File: src/rtl/mem_burst_generator.sv
`default_nettype none
// ============================================================================
// Module  : mem_burst_generator
// Brief   : Splits a sub-4KB write request into INCR AXI write-address bursts.
// Revision: 1.0 - initial release
// ============================================================================
module mem_burst_generator #(
   parameter int ADDR_WIDTH      = 64,
   parameter int REQ_SIZE_WIDTH  = 16,
   parameter int AXI_DATA_WIDTH  = 512,
   parameter int AXI_BURST_WIDTH = 8,
   parameter int MAX_BURST_LEN   = 16
) (
   input  logic                       clk,
   input  logic                       reset,
   input  logic [ADDR_WIDTH-1:0]      req_addr,
   input  logic                       req_valid,
   input  logic [REQ_SIZE_WIDTH-1:0]  req_size_bytes,
   output logic                       req_ready,
   output logic [ADDR_WIDTH-1:0]      axi_awaddr,
   output logic [AXI_BURST_WIDTH-1:0] axi_awlen,
   output logic [2:0]                 axi_awsize,
   output logic [1:0]                 axi_awburst,
   output logic                       axi_awvalid,
   input  logic                       axi_awready,
   output logic                       burst_busy,
   output logic                       req_done
);

   localparam int BEAT_BYTES = AXI_DATA_WIDTH / 8;
   localparam int SHIFT      = $clog2(BEAT_BYTES);
   localparam int RW         = REQ_SIZE_WIDTH + 1;
   localparam int LEN_W      = $clog2(MAX_BURST_LEN) + 1;
   localparam logic [RW-1:0]         MAX_RW    = RW'(MAX_BURST_LEN);
   localparam logic [ADDR_WIDTH-1:0] ADDR_MASK = ~(ADDR_WIDTH'(BEAT_BYTES - 1));

   localparam logic [1:0] S_IDLE  = 2'd0;
   localparam logic [1:0] S_LOAD  = 2'd1;
   localparam logic [1:0] S_ISSUE = 2'd2;
   localparam logic [1:0] S_DONE  = 2'd3;

   logic [1:0]                 state;
   logic [ADDR_WIDTH-1:0]      addr;
   logic [RW-1:0]              remaining;
   logic [LEN_W-1:0]           len;
   logic [AXI_BURST_WIDTH-1:0] awlen;

   logic [RW-1:0]              beats_in;
   logic [RW-1:0]              rem_after;
   logic [RW-1:0]              min_src;
   logic [LEN_W-1:0]           next_len;
   logic                       handshake;

   always_comb begin
      beats_in  = ({1'b0, req_size_bytes} + RW'(BEAT_BYTES - 1)) >> SHIFT;
      rem_after = remaining - RW'(len);
      // In ISSUE the next length is derived from the post-handshake count so
      // back-to-back bursts need no extra cycle.
      min_src   = (state == S_ISSUE) ? rem_after : remaining;
      next_len  = (min_src > MAX_RW) ? LEN_W'(MAX_BURST_LEN) : min_src[LEN_W-1:0];
      handshake = (state == S_ISSUE) && axi_awready;
   end

   always_ff @(posedge clk or posedge reset) begin
      if (reset) begin
         state     <= S_IDLE;
         addr      <= '0;
         remaining <= '0;
         len       <= '0;
         awlen     <= '0;
      end else begin
         case (state)
            S_IDLE: begin
               if (req_valid) begin
                  addr      <= req_addr & ADDR_MASK;
                  remaining <= beats_in;
                  state     <= S_LOAD;
               end
            end
            S_LOAD: begin
               len   <= next_len;
               awlen <= AXI_BURST_WIDTH'(next_len - LEN_W'(1));
               state <= (remaining != '0) ? S_ISSUE : S_DONE;
            end
            S_ISSUE: begin
               if (handshake) begin
                  addr      <= addr + (ADDR_WIDTH'(len) << SHIFT);
                  remaining <= rem_after;
                  len       <= next_len;
                  awlen     <= AXI_BURST_WIDTH'(next_len - LEN_W'(1));
                  if (rem_after == '0) begin
                     state <= S_DONE;
                  end
               end
            end
            S_DONE: begin
               state <= S_IDLE;
            end
            default: begin
               state <= S_IDLE;
            end
         endcase
      end
   end

   assign req_ready   = (state == S_IDLE);
   assign axi_awvalid = (state == S_ISSUE);
   assign req_done    = (state == S_DONE);
   assign burst_busy  = (state != S_IDLE);
   assign axi_awaddr  = addr;
   assign axi_awlen   = awlen;
   assign axi_awsize  = 3'(SHIFT);
   assign axi_awburst = 2'b01;

endmodule
`default_nettype wire

File: config.mk
export PLATFORM = sky130hd
export DESIGN_NAME = mem_burst_generator
export DESIGN_NICKNAME = d
export VERILOG_FILES = /design/src/rtl/mem_burst_generator.sv
export SDC_FILE = /design/constraint.sdc
export NUM_CORES = 1
export LEC_CHECK = 0
export CORE_ASPECT_RATIO = 0.7
export CORE_MARGIN = 10
export CORE_UTILIZATION = 50
export DETAILED_ROUTE_END_ITERATION = 8
export GPL_TIMING_DRIVEN = 0
export PLACE_DENSITY = 0.83
export SETUP_SLACK_MARGIN = 0.02
export SYNTH_ARGS = -nofsm -noshare
export SYNTH_HDL_FRONTEND = slang
export SYNTH_SLANG_ARGS = --single-unit
File: constraint.sdc
create_clock -name clk -period 8.7 [get_ports clk]
set_input_delay 1.305 -clock clk [delete_from_list [all_inputs] [get_ports clk]]
set_output_delay 1.305 -clock clk [all_outputs]
set_load 0.01 [all_outputs]
==> summary.md, run 1 <==
| Metric | Value |
|---|---|
| CP Data Arrival Time | 4.81 ns |
| Hold Slack | between 0.5 and 0.6 ns |
| CTS root buffer | clkbuf_16 |
| F_max | 0.218 GHz |
| Slowest cell delay on critical path | 1.04 ns |
| Tightest Pin Transition | 1.14 ns |
| Post-synthesis sequential area ratio | between 30% and 40% |
| CP top delay family | compound AO/OA/AOI/OAI gates |
| Syn Area/Cell | 8.00 um2 |
| Core area | 0.0124 mm2 |
| CP Class | flip-flop to flip-flop |
| Total number of vias | 7273 |
| Total power per unit cell area | between 300 and 400 mW/mm2 |
| Clock Skews | 0.00820 ns |
| CP bufs+invs | 1 |
| Fin crit period | 4.59 ns |
| DIE AREA | 0.0176 mm2 |
| Grt total ovfl | 0 |
| Outcome | complete, no violations |
| CP Max Fanout | 9 |
| Synth area leader | dfrtp_1 |
| Worst setup EP type | flip-flop |
| DRT Pass-1 Iters | 8 |
| DRT iter0 DRCs | 1109 |
| Post-route setup slack | 4.11 ns |
| Synth Warn # | 0 |
| CP Data Required Time | slightly below 9 ns |
| Sum of negative setup slack | 0 ns |
| Dpl ws | 4.35 ns |
| Post-CTS Setup Inserts | 0 |
| Hpwl dp | 18400 um |
| WL final | 24900 um |
| Leakage | 0.00336 uW |
| Post-synth EDFFs | 0 |
| Port Buffer Count | between 100 and 150 |
| Antenna violations before repair | 0 |
| Top_reg_cell synth | dfrtp_1 |
| DRC viols | 0 |
| Via density per instance | 6.45 |
| Routed wire per std cell | about 22 um |
| Placed Instances | 1110 |
| I/O pin count | ~170 |
| Slowest stage cell, crit path | a2111oi_0 |
| Fin. max-slew vios | 0 |
| Max Cap Viol | 0 |
| CTS tree | done |
| RSZ-0062 raised after global routing | false |
| CTS H-tree depth | 3 |
| Core Rows | 34 |
| Clk slew on worst S/H paths | about 0.07 ns |
| Top cell type's share of synthesized area | 34.8% |
| Layout cells sized above 1 | 6.02% |
| First-pass GRT wire length | 38200 um |
| Slew margin rel. | about 22% |
| Hold buffers post-CTS | 0 |
| Crit-path most repeated cell | ha_1 |
| Cts bufs inserted | 9 |
| Post_cts resized | 0 |
| Vias in the first global route | 6657 |
| Largest net degree at the start of global routing | between 60 and 70 |
| Hold Crit Class | flip-flop to flip-flop |
| Post-Syn Area | between 0.006 and 0.007 mm2 |
| Antenna Nets Post-Route | 0 |
| DIE HEIGHT | 114 um |
| Overall power | ~3100 uW |
| Initial Util | 51.0% |
| Startpoint Class | flip-flop |
| Ranking of synthesized cells by area | dfrtp_1 35%, nand2_1 5.8%, a21oi_1 5.5% |
| Peak supply drop | 0.165 mV |
| Nets | 1060 |
| #FFs+latches synth | 88 |
| RePlAce Congestion | 0.990 |
| Netlist cell types | 74 |
| Final Hold Vio Count | 0 |
| Final Cycle Share | a little over half |
| Total Routing Usage GR | 26.9% |
| Cell breakdown of the critical path | inv_1 > ha_1 > nor2b_1 > o311ai_2 > nand3_1 > a2111oi_0 > and3_1 > nand4b_1 > a21o_1 > ha_1 > and2_1 > a221oi_2 > xnor2_1 > a21oi_1 |
| Die X-Extent | 154 um |
| Final Setup Violations | 0 |
| # clock sinks | 88 |
| Post-Layout Cell Count | 1127 |
| CTS Buffer Depth | 2 |
| Syn Inst Count | 791 |
| Area grow syn2layout | 32.2% |
| Asr flop ratio synth | 100% |
| Worst skew pair latency | 0.35 ns |
==> cells in the mapped netlist, drive strengths merged, types with 12 or more instances <==
cell type,n
inv,30
nand4,14
and3,19
buf,18
ha,15
nor3,21
mux2i,14
nand2,98
a211oi,12
a21o,12
nand3,33
a21oi,70
o21ai,62
clkbuf,42
nor2,73
dfrtp,88
==> metal layers <==
metal | vias to the layer above | global-route usage (%) | routed length, um
met5 | - | 0 | 0
li1 | 3223 | - | -
met1 | 3441 | 38.2 | 10600
met3 | 67 | 9.12 | 3440
met2 | 542 | 38.8 | 10400
met4 | 0 | 5.52 | 415
==> layout make-up <==
type / instances / area (um2)
antenna: 1 / 2.50
buffer: 60 / 283
clock buffer: 10 / 229
clock inverter: 6 / 68.8
fill: 1035 / 4050
inverter: 30 / 115
multi-input combinational: 622 / 3770
sequential: 88 / 2200
tap: 162 / 203
timing repair buffer: 148 / 1500
==> per-stage QoR <==
stage               util, %  cell area (um2)
floorplan                 -             6360
global placement       64.7             8040
detailed placement     65.0             8070
CTS                    67.4             8370
global route           67.4             8370
finish                 67.4             8370
==> state kept, by name, indices dropped and copies added, names as in the netlist <==
name,count
axi_awlen,6
axi_awaddr,58
state,2
remaining,17
len,5
==> worst reg2reg max path, stage by stage (launching register included) <==
cell and delay (ns):
dfrtp_1 0.43, inv_1 0.12, ha_1 0.28, nor2b_1 0.17
o311ai_2 0.65, nand3_1 0.16, a2111oi_0 1.04, and3_1 0.33
nand4b_1 0.14, a21o_1 0.22, ha_1 0.24, and2_1 0.19
a221oi_2 0.25, xnor2_1 0.14, a21oi_1 0.08
==> logic make-up after synthesis <==
group | share of synthesized area [%]
adder cells (fa/ha/maj) | 3.60
XOR/XNOR | 2.49
AO/OA/AOI/OAI | 25.5
flip-flops | 34.8
buffers and inverters | 6.24
multiplexers | 2.75
AND/OR/NAND/NOR | 24.6
other | 0.119
==> final timing paths <==
path	startpoint	to	slack [ns]	cells after the start
setup / recovery	len[1]	axi_awlen[4]	4.11	14
hold / removal	axi_awlen[0]	axi_awlen[0]	0.50	2
setup reg to reg	len[1]	axi_awlen[4]	4.11	14
hold reg to reg	axi_awlen[0]	axi_awlen[0]	0.50	2
max in group asynchronous	reset	axi_awaddr[47]	6.74	3
min in group asynchronous	reset	axi_awaddr[17]	1.31	2
==> power by group <==
group          internal (uW)  switching (uW)
logic                    752            1140
registers                591             219
clock network            225             180
total                   1570            1530
==> cells in the final DEF (no fill, tap or decap), drive strengths merged, types with 10 or more instances in the layout <==
master,count
nand4,14
nor3,21
a21o,12
o22ai,11
nand3,33
dfrtp,88
and3,19
nor2,73
a32oi,10
clkdlybuf4s50,147
o21ai,62
clkbuf,52
mux2i,14
a21oi,70
xnor2,11
a211oi,12
conb,11
inv,31
nand2,98
a311oi,10
ha,15
buf,19
Power figures use the tool's default switching activity.
==> run 2, diff against run 1 <==
Clock period 8.7 ns to 4.4 ns, I/O delays scaled along.
==> summary.md, run 2 (synthesized netlist as in run 1, its figures left out) <==
| Metric | Value |
|---|---|
| Outcome | complete, no violations |
| CTS root buffer | clkbuf_16 |
| Max reg flops | 58 (unchanged) |
| Core Rows | 34 (unchanged) |
| RePlAce Congestion | 0.990 (unchanged) |
| Total Routing Usage GR | 26.9% (unchanged) |
| DIE AREA | 0.0176 mm2 (unchanged) |
| Hold buffers post-CTS | 0 (unchanged) |
| Total power per unit cell area | 733 mW/mm2 (+98%) |
| Port Buffer Count | 147 (unchanged) |
| CP top delay family | compound AO/OA/AOI/OAI gates |
| Vias in the first global route | 6657 (unchanged) |
| Overall power | 6150 uW (+98%) |
| Antenna Nets Post-Route | 0 (unchanged) |
| Slowest stage cell, crit path | a2111oi_1 |
| Flop pwr share | 26.1% (about the same) |
| Max Cap Viol | 0 (unchanged) |
| Leakage | 0.00336 uW (about the same) |
| CTS H-tree depth | 3 (unchanged) |
| Hpwl dp | 18400 um (unchanged) |
| Worst setup startpoint | len[1] |
| Total number of vias | 7236 (-0.51%) |
| Comb pwr share | 60.9% (about the same) |
| Largest net degree at the start of global routing | 61 (unchanged) |
| WL final | 24900 um (about the same) |
| Worst skew pair latency | 0.35 ns (about the same) |
| First-pass GRT wire length | 38200 um (unchanged) |
| Most common cell after layout, fill and taps aside | clkdlybuf4s50_1 |
| Internal | 3110 uW (+98%) |
| Peak supply drop | 0.323 mV (+95%) |
| CP Data Arrival Time | 4.46 ns (-0.35 ns) |
| Fin crit period | 4.24 ns (-0.351 ns) |
| Final instance area | 0.00839 mm2 (+0.19%) |
| Startpoint Class | flip-flop |
| F_max | 0.236 GHz (+8.3%) |
| Cts bufs inserted | 9 (unchanged) |
| RSZ-0062 raised after global routing | false |
| Fin. max-slew vios | 0 (unchanged) |
| Cell breakdown of the critical path | inv_1 > ha_1 > nor2b_1 > o311ai_4 > nand3_1 > a2111oi_1 > and3_1 > nand4b_1 > a21o_1 > ha_1 > and2_1 > a221oi_2 > xnor2_1 > a21oi_1 |
| Clk slew on worst S/H paths | 0.07 ns (about the same) |
| DRT Pass-1 Iters | 7 (-1) |
| Post-CTS Setup Inserts | 0 (unchanged) |
| Via density per instance | 6.42 (-0.51%) |
| Switching part of the total | 49.5% (about the same) |
| DIE HEIGHT | 114 um (unchanged) |
| Tightest Pin Transition | 0.866 ns (-0.275 ns) |
| Most frequent cells in the layout | 147 x clkdlybuf4s50_1, 98 x nand2_1, 88 x dfrtp_1 |
| Worst setup EP type | flip-flop |
| Area grow syn2layout | 32.5% |
| Crit-path most repeated cell | ha_1 |
| # clock sinks | 88 (unchanged) |
| CP Class | flip-flop to flip-flop |
| CTS tree | done |
| Slowest cell delay on critical path | 0.84 ns (-0.20 ns) |
| Die X-Extent | 154 um (unchanged) |
| CP Data Required Time | 4.62 ns (-4.30 ns) |
| Clock Skews | 0.00538 ns (-0.00282 ns) |
| HP Start | axi_awlen[0] |
| Initial Util | 51.0% (unchanged) |
| Final Hold Vio Count | 0 (unchanged) |
| Slew margin rel. | 42.1% (+20 points) |
| Post-route setup slack | 0.163 ns (-3.95 ns) |
| Routed wire per std cell | 22.1 um (about the same) |
| Nets | 1060 (unchanged) |
| CP Max Fanout | 9 (unchanged) |
| Final Setup Violations | 0 (unchanged) |
| I/O pin count | 165 (unchanged) |
| DRT iter0 DRCs | 1023 (-7.8%) |
| Final Cycle Share | 96.3% (+44 points) |
| Area after DPL | 0.00807 mm2 (unchanged) |
| Fillcell total | 1031 (-0.39%) |
| Post_cts resized | 1 (+1) |
| CTS Buffer Depth | 2 (unchanged) |
| Antenna violations before repair | 0 (unchanged) |
| Reg-to-Reg Start | len[1] |
| Clock power share | 13.0% (about the same) |
| Net Sw Power | 3040 uW (+98%) |
| DRC viols | 0 (unchanged) |
| CP bufs+invs | 1 (unchanged) |
| Dpl ws | 0.0549 ns (-4.30 ns) |
| Grt total ovfl | 0 (unchanged) |
| Hold Crit Class | flip-flop to flip-flop |
| Layout cells sized above 1 | 6.12% (+0.10 points) |
| Core area | 0.0124 mm2 (unchanged) |
run 2: cell counts in the layout (fill, tap and decap cells not counted):
Identical to the previous run, type by type.
run 2: layout make-up:
cell class / count / area [um2] / area share (%)
sequential: 88 / 2200 / 26.3
multi-input combinational: 622 / 3780 / 45.1
buffer: 60 / 283 / 3.37
clock buffer: 10 / 229 / 2.73
inverter: 30 / 115 / 1.37
clock inverter: 6 / 68.8 / 0.821
antenna: 1 / 2.50 / 0.0298
timing repair buffer: 148 / 1500 / 17.9
tap: 162 / 203 / 2.42
run 2: worst min-delay path, cell delays in order, from the launching register on:
cell and delay, ns:
dfrtp_1 0.35, nor2_1 0.05, nor2_1 0.07
run 2: power groups by stage:
stage | sequential [uW] | combinational, uW | clock [uW]
after detailed placement | 1590 | 3610 | 0
final | 1600 | 3740 | 801
after global placement | 1580 | 3550 | 0
after CTS | 1580 | 3630 | 796
after global routing | 1650 | 4010 | 829
after floorplan | 1610 | 2070 | 0
run 2: layer usage:
layer | GRT usage (%) | share of wire [%] | up-vias
met4 | 5.52 | 1.1 | 0
met1 | 38.2 | 43 | 3441
li1 | - | - | 3236
met3 | 9.12 | 13 | 34
met5 | 0 | 0 | -
met2 | 38.8 | 43 | 525
run 2: worst paths after layout:
check / end / slack [ns] / cells past startpoint
min in group asynchronous: axi_awaddr[17] / 0.66 / 2
setup reg to reg: axi_awlen[4] / 0.16 / 14
setup / recovery: axi_awlen[4] / 0.16 / 14
hold reg to reg: axi_awlen[0] / 0.50 / 2
max in group asynchronous: axi_awaddr[47] / 3.11 / 3
hold / removal: axi_awlen[0] / 0.50 / 2
run 2: metrics by stage:
step                      cells  hold WS (ns)  setup TNS (ns)  utilization, %
after floorplan             800         0.480               0               -
after global placement     1109         0.474           -7.27            64.7
after detailed placement   1110         0.487               0            65.0
after CTS                  1126         0.502               0            67.4
after global routing       1126         0.542               0            67.5
final                      1127         0.502               0            67.5
==> run 3, diff against run 2 <==
Settings changed: CELL_PAD_IN_SITES_DETAIL_PLACEMENT set to 1, CELL_PAD_IN_SITES_GLOBAL_PLACEMENT set to 1, CORE_UTILIZATION 50 to 36, PLACE_DENSITY 0.83 to 0.82.
==> summary.md, run 3 (synthesized netlist as in run 1, its figures left out) <==
| Metric | Value |
|---|---|
| Worst setup EP type | flip-flop |
| Final Hold Vio Count | 0 (unchanged) |
| Clk slew on worst S/H paths | 0.07 ns (about the same) |
| Tightest Pin Transition | 1.06 ns (+0.190 ns) |
| Largest net degree at the start of global routing | 62 (+1.6%) |
| DRC viols | 0 (unchanged) |
| Outcome | complete, no violations |
| CTS root buffer | clkbuf_16 |
| Post-route setup slack | 0.294 ns (+0.131 ns) |
| DRT Pass-1 Iters | 5 (-2) |
| Final Setup Violations | 0 (unchanged) |
| CP Max Fanout | 10 (+1) |
| CTS Buffer Depth | 2 (unchanged) |
| Hold Slack | 0.508 ns (+0.00598 ns) |
| CP top delay family | buffers and inverters |
| Vias in the first global route | 7147 (+7.4%) |
| Crit-path most repeated cell | clkbuf_1 |
| Hold buffers post-CTS | 0 (unchanged) |
| Cts bufs inserted | 9 (unchanged) |
| Routed wire per std cell | 24.2 um (+9.5%) |
| F_max | 0.244 GHz (+3.2%) |
| Fin util | 49.3% (-18 points) |
| Antenna violations before repair | 0 (unchanged) |
| # clock sinks | 88 (unchanged) |
| Slowest cell delay on critical path | 0.60 ns (-0.24 ns) |
| CP bufs+invs | 5 (+4) |
| Startpoint Class | flip-flop |
| Cell breakdown of the critical path | inv_1 > ha_1 > clkbuf_1 > clkbuf_1 > buf_1 > nand3_2 > nand2_2 > clkbuf_1 > a21oi_1 > a311oi_1 |
| Total Routing Usage GR | 24.1% (-2.8 points) |
| Clock Skews | 0.00572 ns (+0.000346 ns) |
| CTS H-tree depth | 3 (unchanged) |
| Port Buffer Count | 147 (unchanged) |
| Ant diodes | 0 (-1) |
| WL final | 28900 um (+16%) |
| Grt total ovfl | 0 (unchanged) |
| Most common cell after layout, fill and taps aside | clkdlybuf4s50_1 |
| Antenna Nets Post-Route | 0 (unchanged) |
| Area after DPL | 0.00816 mm2 (+1.1%) |
| CP Data Arrival Time | 4.35 ns (-0.11 ns) |
| Core Rows | 40 (+18%) |
| Leakage | 0.00337 uW (+0.26%) |
| Max reg flops | 58 (unchanged) |
| Final instance area | 0.00850 mm2 (+1.3%) |
| Max Cap Viol | 0 (unchanged) |
| CP Data Required Time | 4.64 ns (+0.02 ns) |
| DRT iter0 DRCs | 833 (-19%) |
| DIE AREA | 0.0234 mm2 (+33%) |
| RSZ-0062 raised after global routing | false |
| Final Cycle Share | 93.3% (-3.0 points) |
| Slew margin rel. | 29.6% (-13 points) |
| Hold Crit Class | flip-flop to flip-flop |
| Total power per unit cell area | 745 mW/mm2 (+1.6%) |
| Dpl ws | -0.117 ns (-0.172 ns) |
| DIE HEIGHT | 131 um (+15%) |
| Fin. max-slew vios | 0 (unchanged) |
| First-pass GRT wire length | 43500 um (+14%) |
| Post_cts resized | 1 (unchanged) |
| Slowest stage cell, crit path | clkbuf_1 |
| I/O pin count | 165 (unchanged) |
| Die X-Extent | 179 um (+16%) |
| Nets | 1060 (unchanged) |
| Initial Util | 36.8% (-14 points) |
| Overall power | 6330 uW (+3.0%) |
| Area grow syn2layout | 34.2% |
| Post-CTS Setup Inserts | 0 (unchanged) |
| Layout cells sized above 1 | 6.54% (+0.41 points) |
| Fin crit period | 4.11 ns (-0.131 ns) |
| Hpwl dp | 21900 um (+19%) |
| Total number of vias | 7271 (+0.48%) |
| CTS tree | done |
| Peak supply drop | 0.283 mV (-12%) |
| RePlAce Congestion | 0.990 (about the same) |
| Most frequent cells in the layout | 147 x clkdlybuf4s50_1, 97 x nand2_1, 88 x dfrtp_1 |
| Via density per instance | 6.08 (-5.2%) |
| Worst skew pair latency | 0.36 ns (about the same) |
| CP Class | flip-flop to flip-flop |
| Core area | 0.0172 mm2 (+39%) |
-- run 3: changes by cell type in the layout (fill, tap and decap cells not counted) --
cell,previous run,this run
clkinv_2,1,0
clkbuf_8,0,2
a2111oi_2,0,1
clkinvlp_4,1,2
nand2_2,0,1
nand2_1,98,97
clkbuf_2,0,1
clkbuf_1,43,41
diode_2,1,0
a2111oi_1,1,0
clkinv_4,2,1
-- run 3: routing by layer --
layer | global-route usage (%) | part of all wire (%) | vias to the layer above
li1 | - | - | 3241
met1 | 34.9 | 46 | 3636
met2 | 33.8 | 42 | 362
met3 | 7.54 | 11 | 32
met4 | 5.53 | 1.5 | 0
met5 | 0 | 0 | -
-- run 3: final timing paths --
check	endpoint	start	slack, ns	cells past startpoint
setup / recovery	axi_awaddr[30]	state[0]	0.29	10
hold / removal	axi_awlen[2]	axi_awlen[2]	0.51	2
setup reg to reg	axi_awaddr[30]	state[0]	0.29	10
hold reg to reg	axi_awlen[2]	axi_awlen[2]	0.51	2
max in group asynchronous	axi_awaddr[6]	reset	3.09	3
min in group asynchronous	remaining[9]	reset	0.65	2
-- run 3: tightest hold or removal path: stages (launching register included) --
cell and delay (ns):
dfrtp_1 0.36, nand2_1 0.05, o21ai_1 0.06
-- run 3: cell type report --
| class | count | area (um2) |
|---|---|---|
| clock buffer | 11 | 253 |
| tap | 231 | 289 |
| buffer | 60 | 284 |
| multi-input combinational | 622 | 3790 |
| clock inverter | 5 | 62.6 |
| timing repair buffer | 148 | 1500 |
| sequential | 88 | 2200 |
| fill | 2134 | 8720 |
| inverter | 30 | 115 |
-- run 3: per-stage QoR --
| step | cells | setup TNS, ns |
|---|---|---|
| after detailed placement | 1179 | -0.117 |
| after floorplan | 800 | 0 |
| after global routing | 1195 | 0 |
| after CTS | 1195 | 0 |
| final | 1195 | 0 |
| after global placement | 1178 | -22.95 |
-- run 3: where the power goes --
part	switching (uW)	internal [uW]	total, uW
clock network	372	475	848
registers	456	1170	1620
logic	2360	1500	3860
total	3190	3140	6330
